[src/rtl/multicycle_control_unit.sv]
// Multi-cycle control FSM: sequences FETCH/DECODE/EXEC/WB/JUMP/MEM/MEMWB,
// handshakes with instruction/data memory and counts retired instructions.
module multicycle_control_unit #(
  parameter int unsigned OPCODE_W    = 6,
  parameter int unsigned ALUOP_W     = 2,
  parameter int unsigned CNT_W       = 16,
  parameter int unsigned MEM_TIMEOUT = 15
) (
  input  logic                clk,
  input  logic                reset,
  input  logic [OPCODE_W-1:0] opcode,
  input  logic                fetch_ack,
  input  logic                mem_ready,
  output logic                fetch_req,
  output logic                IRWrite,
  output logic                PCWrite,
  output logic                RegDst,
  output logic                ALUSrc,
  output logic                RegWrite,
  output logic                Jump,
  output logic                MemRead,
  output logic                MemWrite,
  output logic                MemToReg,
  output logic [ALUOP_W-1:0]  ALUOp,
  output logic                instr_done,
  output logic                illegal_op,
  output logic                mem_fault,
  output logic [CNT_W-1:0]    instr_count
);

  localparam logic [5:0] OP_R    = 6'b000000;
  localparam logic [5:0] OP_MOVI = 6'b001010;
  localparam logic [5:0] OP_ADDI = 6'b001000;
  localparam logic [5:0] OP_SUBI = 6'b001001;
  localparam logic [5:0] OP_J    = 6'b000010;
  localparam logic [5:0] OP_LW   = 6'b100011;
  localparam logic [5:0] OP_SW   = 6'b101011;

  // Wait counter holds (MEM cycles elapsed - 1), so it only needs 0..MEM_TIMEOUT-1.
  localparam int unsigned        WAIT_W    = (MEM_TIMEOUT < 2) ? 1 : $clog2(MEM_TIMEOUT);
  localparam logic [WAIT_W-1:0]  WAIT_LAST = WAIT_W'(MEM_TIMEOUT - 1);

  typedef enum logic [2:0] {
    FETCH  = 3'd0,
    DECODE = 3'd1,
    EXEC   = 3'd2,
    WB     = 3'd3,
    JUMP   = 3'd4,
    MEM    = 3'd5,
    MEMWB  = 3'd6
  } state_t;

  state_t            state;
  state_t            next_state;
  logic [5:0]        op_q;
  logic [WAIT_W-1:0] wait_cnt;
  logic              hi_set;
  logic [5:0]        op_lo;
  logic [1:0]        alu2;

  generate
    if (OPCODE_W > 6) begin : g_hi
      assign hi_set = |opcode[OPCODE_W-1:6];
    end else begin : g_nohi
      assign hi_set = 1'b0;
    end
  endgenerate

  assign op_lo = opcode[5:0];

  always_ff @(posedge clk or posedge reset) begin
    if (reset) begin
      state       <= FETCH;
      op_q        <= '0;
      wait_cnt    <= '0;
      instr_count <= '0;
    end else begin
      state <= next_state;
      if (state == DECODE) op_q <= op_lo;
      wait_cnt <= (state == MEM) ? wait_cnt + WAIT_W'(1) : '0;
      if (instr_done) instr_count <= instr_count + CNT_W'(1);
    end
  end

  always_comb begin
    next_state = FETCH;
    fetch_req  = 1'b0;
    IRWrite    = 1'b0;
    PCWrite    = 1'b0;
    RegDst     = 1'b0;
    ALUSrc     = 1'b0;
    RegWrite   = 1'b0;
    Jump       = 1'b0;
    MemRead    = 1'b0;
    MemWrite   = 1'b0;
    MemToReg   = 1'b0;
    alu2       = 2'b00;
    instr_done = 1'b0;
    illegal_op = 1'b0;
    mem_fault  = 1'b0;

    case (state)
      FETCH: begin
        fetch_req  = 1'b1;
        next_state = FETCH;
        if (fetch_ack) begin
          IRWrite    = 1'b1;
          PCWrite    = 1'b1;
          next_state = DECODE;
        end
      end

      // Routing uses the live opcode; op_q takes the same value on this edge.
      DECODE: begin
        if (hi_set) begin
          illegal_op = 1'b1;
        end else begin
          case (op_lo)
            OP_R, OP_MOVI, OP_ADDI, OP_SUBI: next_state = EXEC;
            OP_J:                            next_state = JUMP;
            OP_LW, OP_SW:                    next_state = MEM;
            default:                         illegal_op = 1'b1;
          endcase
        end
      end

      EXEC, WB: begin
        RegDst = (op_q == OP_R);
        ALUSrc = (op_q != OP_R);
        case (op_q)
          OP_R:    alu2 = 2'b10;
          OP_ADDI: alu2 = 2'b01;
          OP_SUBI: alu2 = 2'b11;
          default: alu2 = 2'b00;
        endcase
        if (state == WB) begin
          RegWrite   = 1'b1;
          instr_done = 1'b1;
        end else begin
          next_state = WB;
        end
      end

      JUMP: begin
        Jump       = 1'b1;
        PCWrite    = 1'b1;
        instr_done = 1'b1;
      end

      MEM: begin
        ALUSrc   = 1'b1;
        alu2     = 2'b01;
        MemRead  = (op_q == OP_LW);
        MemWrite = (op_q != OP_LW);
        if (mem_ready) begin
          if (op_q == OP_LW) next_state = MEMWB;
          else               instr_done = 1'b1;
        end else if (wait_cnt == WAIT_LAST) begin
          mem_fault = 1'b1;
        end else begin
          next_state = MEM;
        end
      end

      MEMWB: begin
        RegWrite   = 1'b1;
        MemToReg   = 1'b1;
        instr_done = 1'b1;
      end

      default: next_state = FETCH;
    endcase

    ALUOp      = '0;
    ALUOp[1:0] = alu2;
  end

endmodule

[config.mk]
export PLATFORM = sky130hd
export DESIGN_NAME = multicycle_control_unit
export DESIGN_NICKNAME = d
export VERILOG_FILES = /design/src/rtl/multicycle_control_unit.sv
export SDC_FILE = /design/constraint.sdc
export NUM_CORES = 1
export LEC_CHECK = 0
export ABC_AREA = 1
export CORE_MARGIN = 5
export CORE_UTILIZATION = 50
export CTS_CLUSTER_DIAMETER = 200
export DETAILED_ROUTE_END_ITERATION = 8
export PLACE_DENSITY = 0.8
export SLEW_MARGIN = 20
export SYNTH_ARGS = -nofsm -noshare
export SYNTH_HDL_FRONTEND = slang
export SYNTH_SLANG_ARGS = --single-unit
[constraint.sdc]
create_clock -name clk -period 1.72 [get_ports clk]
set_clock_uncertainty 0.15 [all_clocks]
set_input_delay 0.344 -clock clk [delete_from_list [all_inputs] [get_ports clk]]
set_output_delay 0.344 -clock clk [all_outputs]
set_load 0.01 [all_outputs]
==> metrics.txt, run 1 <==
run status=finished with violations; failing checks=negative setup slack; Longest Clk Path Bufs=2; CTS Hold Bufs=0; Initial DRC Count=166; Leak Pwr=1.41 nW; Syn. warnings=0; async set-reset flop share out of synthesis=1.00; sequential power share=0.435; Area growth, synth to finish=50.8%; Fin. Hold Viols=0; starting density of the core=0.522; Worst R2R Start=state[2]; reg-to-reg slack, setup=~0.13 ns; Global Route Usage Sum=0.207; Seq/Total Area, Yosys=0.410; placed insts=356; max incr delay on CP=0.40 ns; die area=4830 µm²; # IOs=41; clock root buffer=clkbuf_4; internal power=1.28 mW; Yosys top cell area share=0.410; DRT Pass-1 Iters=4; hold path startpoint=opcode[2]; worst-path cell chain=inv_2 > nand3_4 > nand3_2 > a21boi_4 > buf_6; # diodes=0; fin nets=355; Final Critical Period=1.91 ns; setup slack at placement=-0.594 ns; CP top delay family=flip-flops; Reg2Reg Depth=7; WHS Path Cells=3; Clock Sink Count=29; DRC violations left=0; H-tree levels=2; cell row count=21; via count=1,916; Net Count, Synth=263; clock latency on the worst-skew pair=0.33 ns; fmax=around 520 MHz; Worst Hold End=op_q[2]; Setup crit end kind=primary output; slew margin rel.=0.745; CTS tree=built; WS Path Type=reg -> out; fillers=243; Post-synth EDFFs=0; Critical Path Start Type=register; grt ovf=0; largest net degree at the start of global routing=30; setup violators final=15; RR Endpoint=instr_count[5]; Placer Congestion=0.815; Setup WS post-layout=-0.194 ns; top_reg_cell synth=dfrtp_1; Crit-path slowest cell=dfrtp_1; Vias/cell=4.93; Worst VDD drop=0.523 mV; area of the mapped netlist=approximately 1800 µm²; Num CTS Buffers=5; Total Power=roughly 2.0 mW; RSZ-0062 raised after global routing=yes; post-route clock period utilization=1.11; Slew @ Worst Pin=approximately 0.38 ns; initial antenna violation count=0; Layout Cells excl Fill=389; max-cap violation count=0; share of layout cells above drive strength 1=0.321; Clk pin slew, worst setup/hold paths=0.10 ns; Comb pwr share=0.360; Switching Share=0.375; Die Ht=69.5 µm; total negative slack=-1.62 ns; syn_area_per_cell=7.08 µm²; WHS=0.188 ns; WL per Instance=approximately 12 µm; post-synthesis register bit count=29; post-route antenna net violation count=0; Critical Path AT=1.42 ns; Slew Viols, Final=0; Post-Syn Instances=250; clock share of power=0.204; cell area power density=between 700 and 800 nW/µm²; hpwl dp=3170 µm; most common cell in the synthesized netlist=nand2_1; I/O Buffers=40; Die Width=69.5 µm; Post-synth top cells=nand2_1 (93), nor2_1 (36), dfrtp_1 (29); Worst EP required=1.23 ns; Sw Pwr=0.765 mW; Yosys top cell by area=dfrtp_1; final wirelength=slightly below 5000 µm; Hold WC Path Type=in -> reg; first-pass GRT wire length=8060 µm; Yosys cell types=21; crit-path max FO=4; top post-synthesis cells by area=dfrtp_1 (41%), nand2_1 (20%), nor2_1 (7.6%), inv_1 (5.1%), o21ai_0 (4.0%); via count of the first global-routing pass=1,879; critical path buffer and inverter count=2; core area=3390 µm²
[worst min-delay path, cell delays in order]
cell	delay (ns)
dlymetal6s2s_1	0.13
inv_1	0.07
o21ai_0	0.08
[cell type report]
cell class | instances | area, µm² | share of cell area
clock buffers | 6 | 41.3 | 0.0155
inverters | 27 | 106 | 0.0398
well taps | 46 | 57.6 | 0.0216
repair buffers | 88 | 704 | 0.264
clock inverters | 2 | 10.0 | 0.00375
multi-input cells | 191 | 1010 | 0.380
flip-flops and latches | 29 | 734 | 0.275
[flip-flops by register name (all words and copies together) (netlist names)]
name and count:
instr_count 16, op_q 6, state 3, wait_cnt 4
[worst max path at each step]
| stage | startpoint | to | cells past startpoint |
|---|---|---|---|
| after CTS | state[2] | instr_done | 5 |
| after global routing | state[1] | instr_done | 5 |
| after global placement | opcode[0] | illegal_op | 7 |
| after detailed placement | opcode[0] | illegal_op | 7 |
| final | state[1] | instr_done | 5 |
| after floorplan | state[1] | illegal_op | 5 |
[timing repair]
item / 4_1_cts / 5_1_grt
hold endpoints to repair: 0 / 0
setup endpoints to repair: 31 / 31
pin swaps: 5 / 9
buffers inserted: 20 / 6
gates resized for setup: 106 / 20
[per-layer routing]
layer  vias up  track usage  part of all wire
met3        11       0.0710             0.070
met4         0       0.0868             0.021
met5         -            0                 0
met1       874        0.231              0.39
li1        967            -                 -
met2        64        0.357              0.52
[power by group through the flow]
stage | Sequential (mW) | Clock, mW | Combinational [mW]
2_1_floorplan | 0.894 | 0 | 0.307
3_3_place_gp | 0.896 | 0 | 0.592
3_5_place_dp | 0.897 | 0 | 0.600
4_1_cts | 0.873 | 0.418 | 0.674
5_1_grt | 0.902 | 0.457 | 0.825
6_report | 0.889 | 0.418 | 0.736
[logic make-up after synthesis]
kind of cell / share of synthesized area
simple gates: 0.384
xor+xnor: 0.0446
flops: 0.410
fa+ha+maj: 0.0212
compound gates: 0.0637
buf+inv: 0.0764
[cell usage in the layout, fill, tap and decap left out, types with 6 or more instances in the layout]
cell           instances
buf_4                 45
nand2_1               90
nand4_1                6
dfrtp_1               22
buf_6                  6
nor2_1                31
dlygate4sd2_1         18
dfrtp_2                7
nand3_1               10
buf_2                 11
o21ai_0               11
inv_1                 21
xnor2_1                7
[stage by stage]
stage,util,area (µm²)
after global placement,0.698,2370
after detailed placement,0.698,2370
after CTS,0.757,2570
after global routing,0.787,2670
after floorplan,-,1770
final,0.787,2670
No activity file was read; power rests on OpenSTA's default activity.
==> run 2, diff against run 1 <==
- RECOVER_POWER: unset -> 50
- SKIP_CTS_REPAIR_TIMING: unset -> 1
==> metrics.txt, run 2 (same netlist as run 1, synthesis figures left out) <==
run status=finished with violations; failing checks=negative setup slack; Critical Path Start=state[2]; post-route clock period utilization=1.11 (-0.00716); Die Ht=69.5 µm (unchanged); Critical Path Start Type=register; Setup crit end kind=primary output; Clock Sink Count=29 (unchanged); RSZ-0062 raised after global routing=yes; max incr delay on CP=0.46 ns (+0.06 ns); via count of the first global-routing pass=1,685 (-10%); Num CTS Buffers=5 (unchanged); total negative slack=-1.50 ns (+0.118 ns); slew margin rel.=0.515 (-0.231); Largest regs=instr_count (16), op_q (6), wait_cnt (4); max reg flops=16 (unchanged); grt ovf=0 (unchanged); Vias/cell=4.86 (-1.4%); fmax=526 MHz (+0.65%); I/O Buffers=40 (unchanged); WS Path Type=reg -> out; Worst R2R Start=op_q[2]; most frequent cells in the layout=nand2_1 (91), buf_4 (46), nor2_1 (32); Setup WS post-layout=-0.182 ns (+0.0123 ns); clock root buffer=clkbuf_4; initial antenna violation count=0 (unchanged); cell row count=21 (unchanged); Slew @ Worst Pin=0.728 ns (+0.346 ns); Placer Congestion=0.815 (unchanged); CTS tree=built; Clk pin slew, worst setup/hold paths=0.09 ns (about the same); WL per Instance=11.9 µm (-3.8%); post-route antenna net violation count=0 (unchanged); setup slack at placement=-0.594 ns (unchanged); hpwl dp=3170 µm (unchanged); wire length on met2=2340 µm (-6.1%); CP top delay family=flip-flops; # IOs=41 (unchanged); Fin. Hold Viols=0 (unchanged); final wirelength=4630 µm (-4.1%); Slew Viols, Final=0 (unchanged); Initial DRC Count=132 (-20%); die area=4830 µm² (unchanged); max-cap violation count=0 (unchanged); hold path startpoint=opcode[5]; Hold WC Path Type=in -> reg; Final Critical Period=1.90 ns (-0.0123 ns); fin nets=354 (-0.28%); Area growth, synth to finish=52.2%; commonest non-fill, non-tap cell in the layout=nand2_1; Die Width=69.5 µm (unchanged); WL met3=376 µm (+12%); most frequent CP cell=nand3_2; via count=1,885 (-1.6%); critical path buffer and inverter count=2 (unchanged); core area=3390 µm² (unchanged); clock latency on the worst-skew pair=0.34 ns (about the same); crit-path max FO=5 (+1); H-tree levels=2 (unchanged); Critical Path AT=1.41 ns (about the same); share of layout cells above drive strength 1=0.307 (-0.0137); Global Route Usage Sum=0.188 (-0.0191); Metal-1 WL=1820 µm (-4.3%); Largest Register=instr_count; Layout Cells excl Fill=388 (-0.26%); cell area power density=749 nW/µm² (-2.2%); starting density of the core=0.522 (unchanged); placed insts=356 (unchanged); Longest Clk Path Bufs=2 (unchanged); DRT Pass-1 Iters=5 (+1); first-pass GRT wire length=7310 µm (-9.3%); worst-path cell chain=inv_2 > nand3_2 > nand3_2 > a21boi_4 > buf_6; Worst EP required=1.23 ns (about the same); setup violators final=15 (unchanged); DRC violations left=0 (unchanged); Crit-path slowest cell=dfrtp_2; highest routed metal layer=met4; largest net degree at the start of global routing=30 (unchanged); Leak Pwr=1.66 nW (+18%); # diodes=0 (unchanged); Worst VDD drop=0.543 mV (+3.8%)
==> run 2: cell types whose count changed in the layout (fill, tap and decap cells not counted), sizes merged <==
cell           before  now
clkdlybuf4s50       5    4
dlymetal6s2s        2   23
clkdlybuf4s15       1    0
buf                62   55
clkbuf              6   10
dlygate4sd3         0    1
dlygate4sd2        18    0
==> run 2: cell type report <==
cell class | instances | area (µm²)
clock buffers | 6 | 41.3
clock inverters | 2 | 10.0
fillers | 211 | 697
inverters | 27 | 101
multi-input cells | 191 | 976
flip-flops and latches | 29 | 739
well taps | 46 | 57.6
repair buffers | 87 | 767
==> run 2: worst paths after layout <==
check,end,slack [ns],cells after the start
setup / recovery,instr_done,-0.18,5
min in group asynchronous,instr_count[1],0.49,3
hold / removal,op_q[5],0.16,3
hold reg to reg,instr_count[7],0.37,2
setup reg to reg,instr_count[5],0.13,6
max in group asynchronous,state[2],0.42,3
==> run 2: stage by stage <==
step	hold WS (ns)	instance area (µm²)	total power [mW]	utilization
after floorplan	0.272	1770	1.20	-
final	0.160	2690	2.02	0.794
after global routing	0.185	2690	2.17	0.794
after detailed placement	0.356	2370	1.50	0.698
after global placement	0.363	2370	1.49	0.698
after CTS	0.227	2420	1.91	0.713
==> run 2: metal layers <==
layer | vias to the layer above | GRT usage
li1 | 967 | -
met5 | - | 0
met1 | 852 | 0.220
met4 | 0 | 0.0694
met3 | 11 | 0.0710
met2 | 55 | 0.311
==> run 2: worst min-delay path, delay by kind of cell <==
family | cells | cell delay [ns]
and+or+nand+nor | 1 | 0.07
buffers and inverters | 1 | 0.13
AOI/OAI and AO/OA | 1 | 0.06
==> run 2: where the power goes <==
group	switching [mW]	internal, mW
clock network	0.252	0.155
logic	0.364	0.351
registers	0.108	0.785
total	0.724	1.29
